--- config.mk ---
export PLATFORM = sky130hd
export DESIGN_NAME = mc_control
export DESIGN_NICKNAME = d
export VERILOG_FILES = /design/src/rtl/mc_pkg.sv /design/src/rtl/mc_out_decode.sv /design/src/rtl/mc_control.sv
export SDC_FILE = /design/constraint.sdc
export NUM_CORES = 1
export LEC_CHECK = 0
export BUFFER_PORTS_ARGS = -buffer_cell sky130_fd_sc_hd__buf_2
export CAP_MARGIN = 40
export CORE_AREA = 2 2 69 71
export DETAILED_ROUTE_END_ITERATION = 6
export DIE_AREA = 0 0 71 73
export PLACE_DENSITY_LB_ADDON = 0.1
export SYNTH_ARGS = -nofsm -noshare
export SYNTH_HDL_FRONTEND = slang
export SYNTH_SLANG_ARGS = --single-unit
--- constraint.sdc ---
create_clock -name clk -period 2.7 [get_ports clk]
set_input_delay 0.81 -clock clk [delete_from_list [all_inputs] [get_ports clk]]
set_output_delay 0.81 -clock clk [all_outputs]
set_load 0.005 [all_outputs]
--- src/rtl/mc_pkg.sv ---
// Shared encodings for the multicycle main control FSM: opcodes, states and
// the control-word fields driven toward the datapath.
package mc_pkg;

    localparam logic [5:0] OP_RTYPE = 6'b000000;
    localparam logic [5:0] OP_LW    = 6'b100011;
    localparam logic [5:0] OP_SW    = 6'b101011;
    localparam logic [5:0] OP_BEQ   = 6'b000100;
    localparam logic [5:0] OP_J     = 6'b000010;
    localparam logic [5:0] OP_ADDI  = 6'b001000;

    typedef enum logic [3:0] {
        S_FETCH  = 4'd0,
        S_DECODE = 4'd1,
        S_MEMADR = 4'd2,
        S_MEMRD  = 4'd3,
        S_MEMWB  = 4'd4,
        S_MEMWR  = 4'd5,
        S_REXEC  = 4'd6,
        S_RWB    = 4'd7,
        S_BEQ    = 4'd8,
        S_JUMP   = 4'd9,
        S_ADDIEX = 4'd10,
        S_ADDIWB = 4'd11
    } state_t;

    typedef enum logic [1:0] {
        ALU_ADD   = 2'b00,
        ALU_SUB   = 2'b01,
        ALU_FUNCT = 2'b10
    } aluop_t;

    typedef enum logic [1:0] {
        SRCB_B      = 2'b00,
        SRCB_FOUR   = 2'b01,
        SRCB_IMM    = 2'b10,
        SRCB_IMM_SH = 2'b11
    } srcb_t;

    typedef enum logic [1:0] {
        PCSRC_ALU    = 2'b00,
        PCSRC_ALUOUT = 2'b01,
        PCSRC_JUMP   = 2'b10
    } pcsrc_t;

    typedef struct packed {
        logic   ir_write;
        logic   mem_read;
        logic   mem_write;
        logic   iord;
        logic   pc_write;
        logic   pc_write_cond;
        pcsrc_t pc_source;
        aluop_t alu_op;
        logic   alu_src_a;
        srcb_t  alu_src_b;
        logic   reg_write;
        logic   reg_dst;
        logic   mem_to_reg;
    } ctrl_t;

    function automatic logic op_legal(input logic [5:0] op);
        case (op)
            OP_RTYPE, OP_LW, OP_SW, OP_BEQ, OP_J, OP_ADDI: op_legal = 1'b1;
            default:                                       op_legal = 1'b0;
        endcase
    endfunction

endpackage

--- src/rtl/mc_out_decode.sv ---
// Moore decode of the current state into the raw control word; handshake
// gating and reset masking are applied by the parent.
module mc_out_decode
    import mc_pkg::*;
(
    input  state_t cur_state,
    output ctrl_t  ctrl
);

    always_comb begin
        ctrl = '0;
        case (cur_state)
            S_FETCH: begin
                ctrl.ir_write  = 1'b1;
                ctrl.mem_read  = 1'b1;
                ctrl.pc_write  = 1'b1;
                ctrl.alu_src_b = SRCB_FOUR;
            end
            S_DECODE: ctrl.alu_src_b = SRCB_IMM_SH;
            S_MEMADR, S_ADDIEX: begin
                ctrl.alu_src_a = 1'b1;
                ctrl.alu_src_b = SRCB_IMM;
            end
            S_MEMRD: begin
                ctrl.mem_read = 1'b1;
                ctrl.iord     = 1'b1;
            end
            S_MEMWB: begin
                ctrl.reg_write  = 1'b1;
                ctrl.mem_to_reg = 1'b1;
            end
            S_MEMWR: begin
                ctrl.mem_write = 1'b1;
                ctrl.iord      = 1'b1;
            end
            S_REXEC: begin
                ctrl.alu_src_a = 1'b1;
                ctrl.alu_op    = ALU_FUNCT;
            end
            S_RWB: begin
                ctrl.reg_write = 1'b1;
                ctrl.reg_dst   = 1'b1;
            end
            S_BEQ: begin
                ctrl.alu_src_a     = 1'b1;
                ctrl.alu_op        = ALU_SUB;
                ctrl.pc_write_cond = 1'b1;
                ctrl.pc_source     = PCSRC_ALUOUT;
            end
            S_JUMP: begin
                ctrl.pc_write  = 1'b1;
                ctrl.pc_source = PCSRC_JUMP;
            end
            S_ADDIWB: ctrl.reg_write = 1'b1;
            default: ctrl = '0;
        endcase
    end

endmodule

--- src/rtl/mc_control.sv ---
// Multicycle main control FSM: sequences fetch/decode/execute, waits on the
// memory handshake and counts retired instructions.
module mc_control
    import mc_pkg::*;
#(
    parameter int CNT_W = 32
) (
    input  logic             clk,
    input  logic             rstN,
    input  logic [5:0]       opCode,
    input  logic             zero,
    input  logic             memReady,
    output logic             IRWrite,
    output logic             MemRead,
    output logic             MemWrite,
    output logic             IorD,
    output logic             PCWrite,
    output logic             PCWriteCond,
    output logic [1:0]       PCSource,
    output logic [1:0]       ALUOp,
    output logic             ALUSrcA,
    output logic [1:0]       ALUSrcB,
    output logic             RegWrite,
    output logic             RegDst,
    output logic             MemtoReg,
    output logic             illegalOp,
    output logic [3:0]       state,
    output logic [CNT_W-1:0] instCount
);

    state_t cur_state;
    ctrl_t  ctrl;
    logic   fetch_done;
    logic   unused_zero;

    // The branch condition is resolved in the datapath through PCWriteCond.
    assign unused_zero = zero;

    mc_out_decode u_out_decode (
        .cur_state (cur_state),
        .ctrl      (ctrl)
    );

    always_ff @(posedge clk) begin
        if (!rstN) begin
            cur_state <= S_FETCH;
            instCount <= '0;
        end else begin
            case (cur_state)
                S_FETCH:  if (memReady) cur_state <= S_DECODE;
                S_DECODE: begin
                    case (opCode)
                        OP_LW, OP_SW: cur_state <= S_MEMADR;
                        OP_RTYPE:     cur_state <= S_REXEC;
                        OP_BEQ:       cur_state <= S_BEQ;
                        OP_J:         cur_state <= S_JUMP;
                        OP_ADDI:      cur_state <= S_ADDIEX;
                        default:      cur_state <= S_FETCH;
                    endcase
                end
                S_MEMADR: cur_state <= (opCode == OP_SW) ? S_MEMWR : S_MEMRD;
                S_MEMRD:  if (memReady) cur_state <= S_MEMWB;
                S_MEMWR: begin
                    if (memReady) begin
                        cur_state <= S_FETCH;
                        instCount <= instCount + CNT_W'(1);
                    end
                end
                S_REXEC:  cur_state <= S_RWB;
                S_ADDIEX: cur_state <= S_ADDIWB;
                S_MEMWB, S_RWB, S_BEQ, S_JUMP, S_ADDIWB: begin
                    cur_state <= S_FETCH;
                    instCount <= instCount + CNT_W'(1);
                end
                default:  cur_state <= S_FETCH;
            endcase
        end
    end

    // FETCH writes IR and PC only in the cycle memory returns the word.
    assign fetch_done  = (cur_state != S_FETCH) || memReady;

    assign IRWrite     = rstN & ctrl.ir_write & memReady;
    assign MemRead     = rstN & ctrl.mem_read;
    assign MemWrite    = rstN & ctrl.mem_write;
    assign PCWrite     = rstN & ctrl.pc_write & fetch_done;
    assign PCWriteCond = rstN & ctrl.pc_write_cond;
    assign RegWrite    = rstN & ctrl.reg_write;
    assign IorD        = ctrl.iord;
    assign PCSource    = ctrl.pc_source;
    assign ALUOp       = ctrl.alu_op;
    assign ALUSrcA     = ctrl.alu_src_a;
    assign ALUSrcB     = ctrl.alu_src_b;
    assign RegDst      = ctrl.reg_dst;
    assign MemtoReg    = ctrl.mem_to_reg;
    assign illegalOp   = rstN && (cur_state == S_DECODE) && !op_legal(opCode);
    assign state       = cur_state;

endmodule

### After elaboration in Yosys (flattened, before gate mapping)

Cells that the tools add are included.

| storage, ports and cells | value |
|---|---|
| logic and storage cells | 71 |
| register bits | 36 |
| output and inout bits | 53 |

| operators by class | value |
|---|---|
| equal/unequal tests | 19 |
| add/sub/neg operators | 1 |
| bitwise logic cells | 8 |
| reductions and logical operators | 19 |
| muxes and demuxes | 22 |

Operators with widths:

| cell | number |
|---|---|
| 32-bit one-hot mux with 2 select lines | 1 |
| 32-bit by 1-bit adder with 32-bit output (second input constant) | 1 |
| 32-bit two-way mux | 1 |
| 4-bit one-hot mux with 7 select lines | 1 |
| 4-bit one-hot mux with 5 select lines | 1 |
| 4-bit by 3-bit == test with 1-bit output (second input constant) | 4 |
| 4-bit == test (second input constant) | 4 |
| 6-bit == test (second input constant) | 2 |
| 4-bit two-way mux | 3 |
| 1-bit two-way mux | 11 |
| 2-bit OR reduction | 5 |
| 1-bit bitwise AND | 8 |
| 4-bit by 2-bit == test with 1-bit output (second input constant) | 2 |
| 2-bit one-hot mux with 2 select lines | 2 |
| 6-bit by 2-bit == test with 1-bit output (second input constant) | 1 |
| 6-bit by 3-bit == test with 1-bit output (second input constant) | 1 |
| 6-bit by 4-bit == test with 1-bit output (second input constant) | 1 |
| 6-bit logical NOT | 1 |
| 2-bit != test (second input constant) | 3 |
| 2-bit one-hot mux with 3 select lines | 1 |
| 6-bit OR reduction | 1 |
| 5-bit OR reduction | 1 |
| 4-bit by 1-bit == test with 1-bit output (second input constant) | 1 |
| 4-bit logical NOT | 1 |
| other kinds (10) | 11 |

### Logic depth before layout (Yosys ltp)

| logic depth | value |
|---|---|
| depth after elaboration | 5 |
| depth in mapped cells | 8 |
| mapped depth without buffers | 5 |

### Hierarchy

From an unflattened synthesis, not the netlist that was laid out.

| unflattened totals | value |
|---|---|
| cell total of the unflattened synthesis | 268 |
| area total of the unflattened synthesis | 2,120.8 um^2 |

Modules (own cells, without submodules):

| module | sequential area each (um^2) | area an instance (um^2) | instances | cells each |
|---|---|---|---|---|
| mc_control | 720.7 | 1,893.1 | 1 | 238 |
| mc_out_decode | 0.0 | 227.7 | 1 | 30 |

### Least setup slack after synthesis

OpenSTA, ideal clock, no wires.

| timing | value |
|---|---|
| path type | input -> output |
| from | input port opCode[0] |
| to | output port illegalOp |
| required time | 1.890 ns |
| stages on the path | 2 |
| path buffers | 0 |
| arrival time | 1.673 ns |
| setup slack | 0.217 ns |
| cells stage by stage | or4_1 > o311a_1 |

| between the ends | value |
|---|---|
| cells in the longest elaborated chain, start to end | 5 |
| elaborated cells between the ends (all ways) | 10 |
| classes of those cells | eq/ne: 5; mux: 1; reduce/logical: 4 |

Ends and longest elaborated chain:

| what | RTL line | source |
|---|---|---|
| start, declared | mc_control.sv:10 | `input logic [5:0] opCode,` |
| 6-bit == test (tied with other cells) | mc_pkg.sv:63 | `case (op)` |
| 6-bit OR reduction (*) | mc_pkg.sv:63 |  |
| 1-bit two-way mux (*) | mc_pkg.sv:63 |  |
| 1-bit logical NOT (*) | mc_control.sv:96 | `assign illegalOp = rstN && (cur_state == S_DECODE) && !op_legal(opCode);` |
| 1-bit logical AND (*) | mc_control.sv:96 |  |
| end, declared | mc_control.sv:26 | `output logic illegalOp,` |

Mark *: on every way between the ends. The rest lies on a longest branch, timed or not.

### Final worst setup path

Ends and elaborated chain as after synthesis.

==> reports/qor.csv <==
metric,value,unit
Starting Density,0.489,
Fin. Hold Viols,0,
R2R Setup Slk,530,ps
Hold Path Class,reg -> reg,
htree depth,2,
initial antenna violation count,0,
CTS sink cnt,36,
vias in the first global route,1903,
PostCTS Resize Cnt,1,
largest net degree at the start of global routing,50,
"Net count, final",347,
CTS tree,done,
Vias/cell,5.86,
die width,71,um
Final period util,0.989,
Routed WL,5350,um
Clk pwr share,0.363,
Setup crit start kind,input port,
hold bufs inserted after CTS,0,
Setup CP Type,in -> out,
via count,2286,
"EDFF count, synth",0,
cell count along the critical path,4,
slowest CP cell,or4_4,
R2R cell count,6,
clk slew on worst S/H paths,70,ps
Avg Inst Size Synth,7.86,um^2
Setup-failing EPs final,0,
clk root buf,clkbuf_8,
first-pass GRT wire length,8800,um
reg2reg end,instCount[12]$_SDFFE_PN0P_,
Yosys warning total,0,
Achievable Freq,0.374,GHz
post-route cell area,0.00265,mm^2
Syn Inst Count,282,
Diodes inserted,0,
Area contributors post-synth,"dfxtp_1 33%, mux2i_1 6.3%, nand2b_1 6.2%, nand2_1 5.1%, or4_1 3.7%",
Synth Flop Type,dfxtp_1,
Logic pwr share,0.097,
CP peak stage delay,530,ps
die area,0.00518,mm^2
gr usage total,0.206,
Layout area overhead,19.5,%
crit-path max FO,2,
drt initial violations,133,
VDD IR max,0.000203,V
number of detailed-route iterations in the first pass,4,
Synth Register Bits,36,
FP Rows,25,
DP HPWL,3740,um
Final min period,2670,ps
Layout Utilization,0.584,
register area share after synthesis,0.325,
number of buffers inserted by port buffering,61,
worst skew pair latency,280,ps
Psw,0.244,mW
Synth top area share,0.325,
sequential power share,0.540,
Critical Path Most Common Cell,buf_2,
TNS Setup,0,ps
clock skew,3.61,ps
mean routed wirelength per cell,13.7,um
Setup crit end,illegalOp,
Longest Clk Path Bufs,2,
Buf/Inv on CP,2,
layout cells sized above 1,0.238,
# IOs,63,
Syn Std Cell Area,0.00222,mm^2
Slew headroom,0.628,
final setup margin,29.2,ps
Residual DRC,0,
Leak Pwr,1.05,nW
"antenna viol nets, final",0,
DP Worst Slack,2.29,ps
pwr/cell area,375,mW/mm^2
Post-CTS Setup Inserts,0,
unrepaired setup endpoints after global routing,false,
CTS buffer count,5,
number of max-cap violations,0,
grt ovf,0,
Slew @ Worst Pin,558,ps
Critical Path RT,1890,ps
cell family with most CP delay,simple AND/OR/NAND/NOR gates,
crit path from,opCode[0],
count of cell types in the netlist,42,
Final Slew Violations,0,
CORE AREA,0.00454,mm^2
hold_ws,474,ps
status,completed,
Int Pwr,0.747,mW
switching part of the total,0.246,
r2r startpoint,state[3]$_SDFFE_PN0P_,
DIE HEIGHT,73,um
Worst Setup End Kind,output pin,
Syn Nets,293,
post-place instance area,0.00257,mm^2
"Critical Path, Cell by Cell",buf_2 > or4_4 > o311a_1 > buf_2,
Async SR Flop Fraction,0,
RePlAce Congestion,0.800,
Yosys top cell by area,dfxtp_1,
"Arr. time, crit path",1860,ps
-- worst min path at each step --
stage / end / slack (ps) / start / cells past startpoint
after detailed placement: instCount[31]$_SDFFE_PN0P_ / 460 / instCount[31]$_SDFFE_PN0P_ / 2
after CTS: instCount[31]$_SDFFE_PN0P_ / 470 / instCount[31]$_SDFFE_PN0P_ / 2
final: instCount[31]$_SDFFE_PN0P_ / 470 / instCount[31]$_SDFFE_PN0P_ / 2
after global routing: instCount[29]$_SDFFE_PN0P_ / 510 / instCount[29]$_SDFFE_PN0P_ / 2
after global placement: instCount[31]$_SDFFE_PN0P_ / 450 / instCount[31]$_SDFFE_PN0P_ / 2
after floorplan: instCount[31]$_SDFFE_PN0P_ / 460 / instCount[31]$_SDFFE_PN0P_ / 2
-- layer usage --
layer | GRT usage | up-vias | share of wire
met2 | 0.327 | 58 | 0.47
met3 | 0.0345 | 4 | 0.048
met1 | 0.285 | 1064 | 0.48
li1 | - | 1160 | -
met4 | 0.0692 | 0 | 0.0067
met5 | 0 | - | 0
-- cell usage in the layout, fill, tap and decap left out, types with 8 or more instances in the layout --
master	netlist	layout
buf_2	3	61
nand3_1	9	9
a21oi_1	16	16
dfxtp_1	36	36
buf_4	1	10
nor3_1	15	15
nor2_1	8	8
or4_1	11	10
o31ai_1	10	10
o21ai_0	9	9
nor4_1	9	9
nand2_1	30	30
inv_1	8	8
nand2b_1	22	22
mux2i_1	14	14
-- layout make-up --
type / instances / area (um^2)
Sequential cell: 36 / 721
Multi-Input combinational cell: 213 / 1350
Clock buffer: 6 / 72.6
Clock inverter: 1 / 5.00
Inverter: 8 / 30.0
Fill cell: 445 / 1890
Timing Repair Buffer: 72 / 400
Tap cell: 54 / 67.6
-- through the flow --
stage	cells	total power, mW
after floorplan	282	0.606
after detailed placement	383	0.643
after CTS	390	1.00
after global routing	390	1.03
after global placement	383	0.642
final	390	0.992
-- synth_stat cells (8+ instances only) --
| cell | count |
|---|---|
| a21oi_1 | 16 |
| clkbuf_1 | 17 |
| dfxtp_1 | 36 |
| inv_1 | 8 |
| mux2i_1 | 14 |
| nand2_1 | 30 |
| nand2b_1 | 22 |
| nand3_1 | 9 |
| nor2_1 | 8 |
| nor3_1 | 15 |
| nor4_1 | 9 |
| o21ai_0 | 9 |
| o31ai_1 | 10 |
| or4_1 | 11 |
-- power by group through the flow --
stage	registers [mW]	logic, mW	clock network [mW]
6_report	0.536	0.0963	0.360
5_1_grt	0.535	0.108	0.390
4_1_cts	0.535	0.0957	0.373
3_5_place_dp	0.548	0.0948	0
3_3_place_gp	0.548	0.0943	0
2_1_floorplan	0.547	0.0589	0
-- kinds of logic after synthesis --
kind of cell    after synthesis  share of synthesized area
xor+xnor                      3                     0.0119
buf+inv                      33                     0.0666
compound gates               55                      0.169
mux                          14                     0.0632
fa+ha+maj                     1                    0.00565
flops                        36                      0.325
simple gates                140                      0.359
-- worst register-to-register path, cell delays in order, from the launching register on --
cell and delay (ps):
dfxtp_1 480, buf_4 210, nor4b_1 60, or4_1 450, buf_12 210, or4_1 520, a21oi_1 160
-- registers in the layout, indices dropped and copies added, names as in the netlist --
name / count
instCount: 32
state: 4
Power figures use the tool's default switching activity.
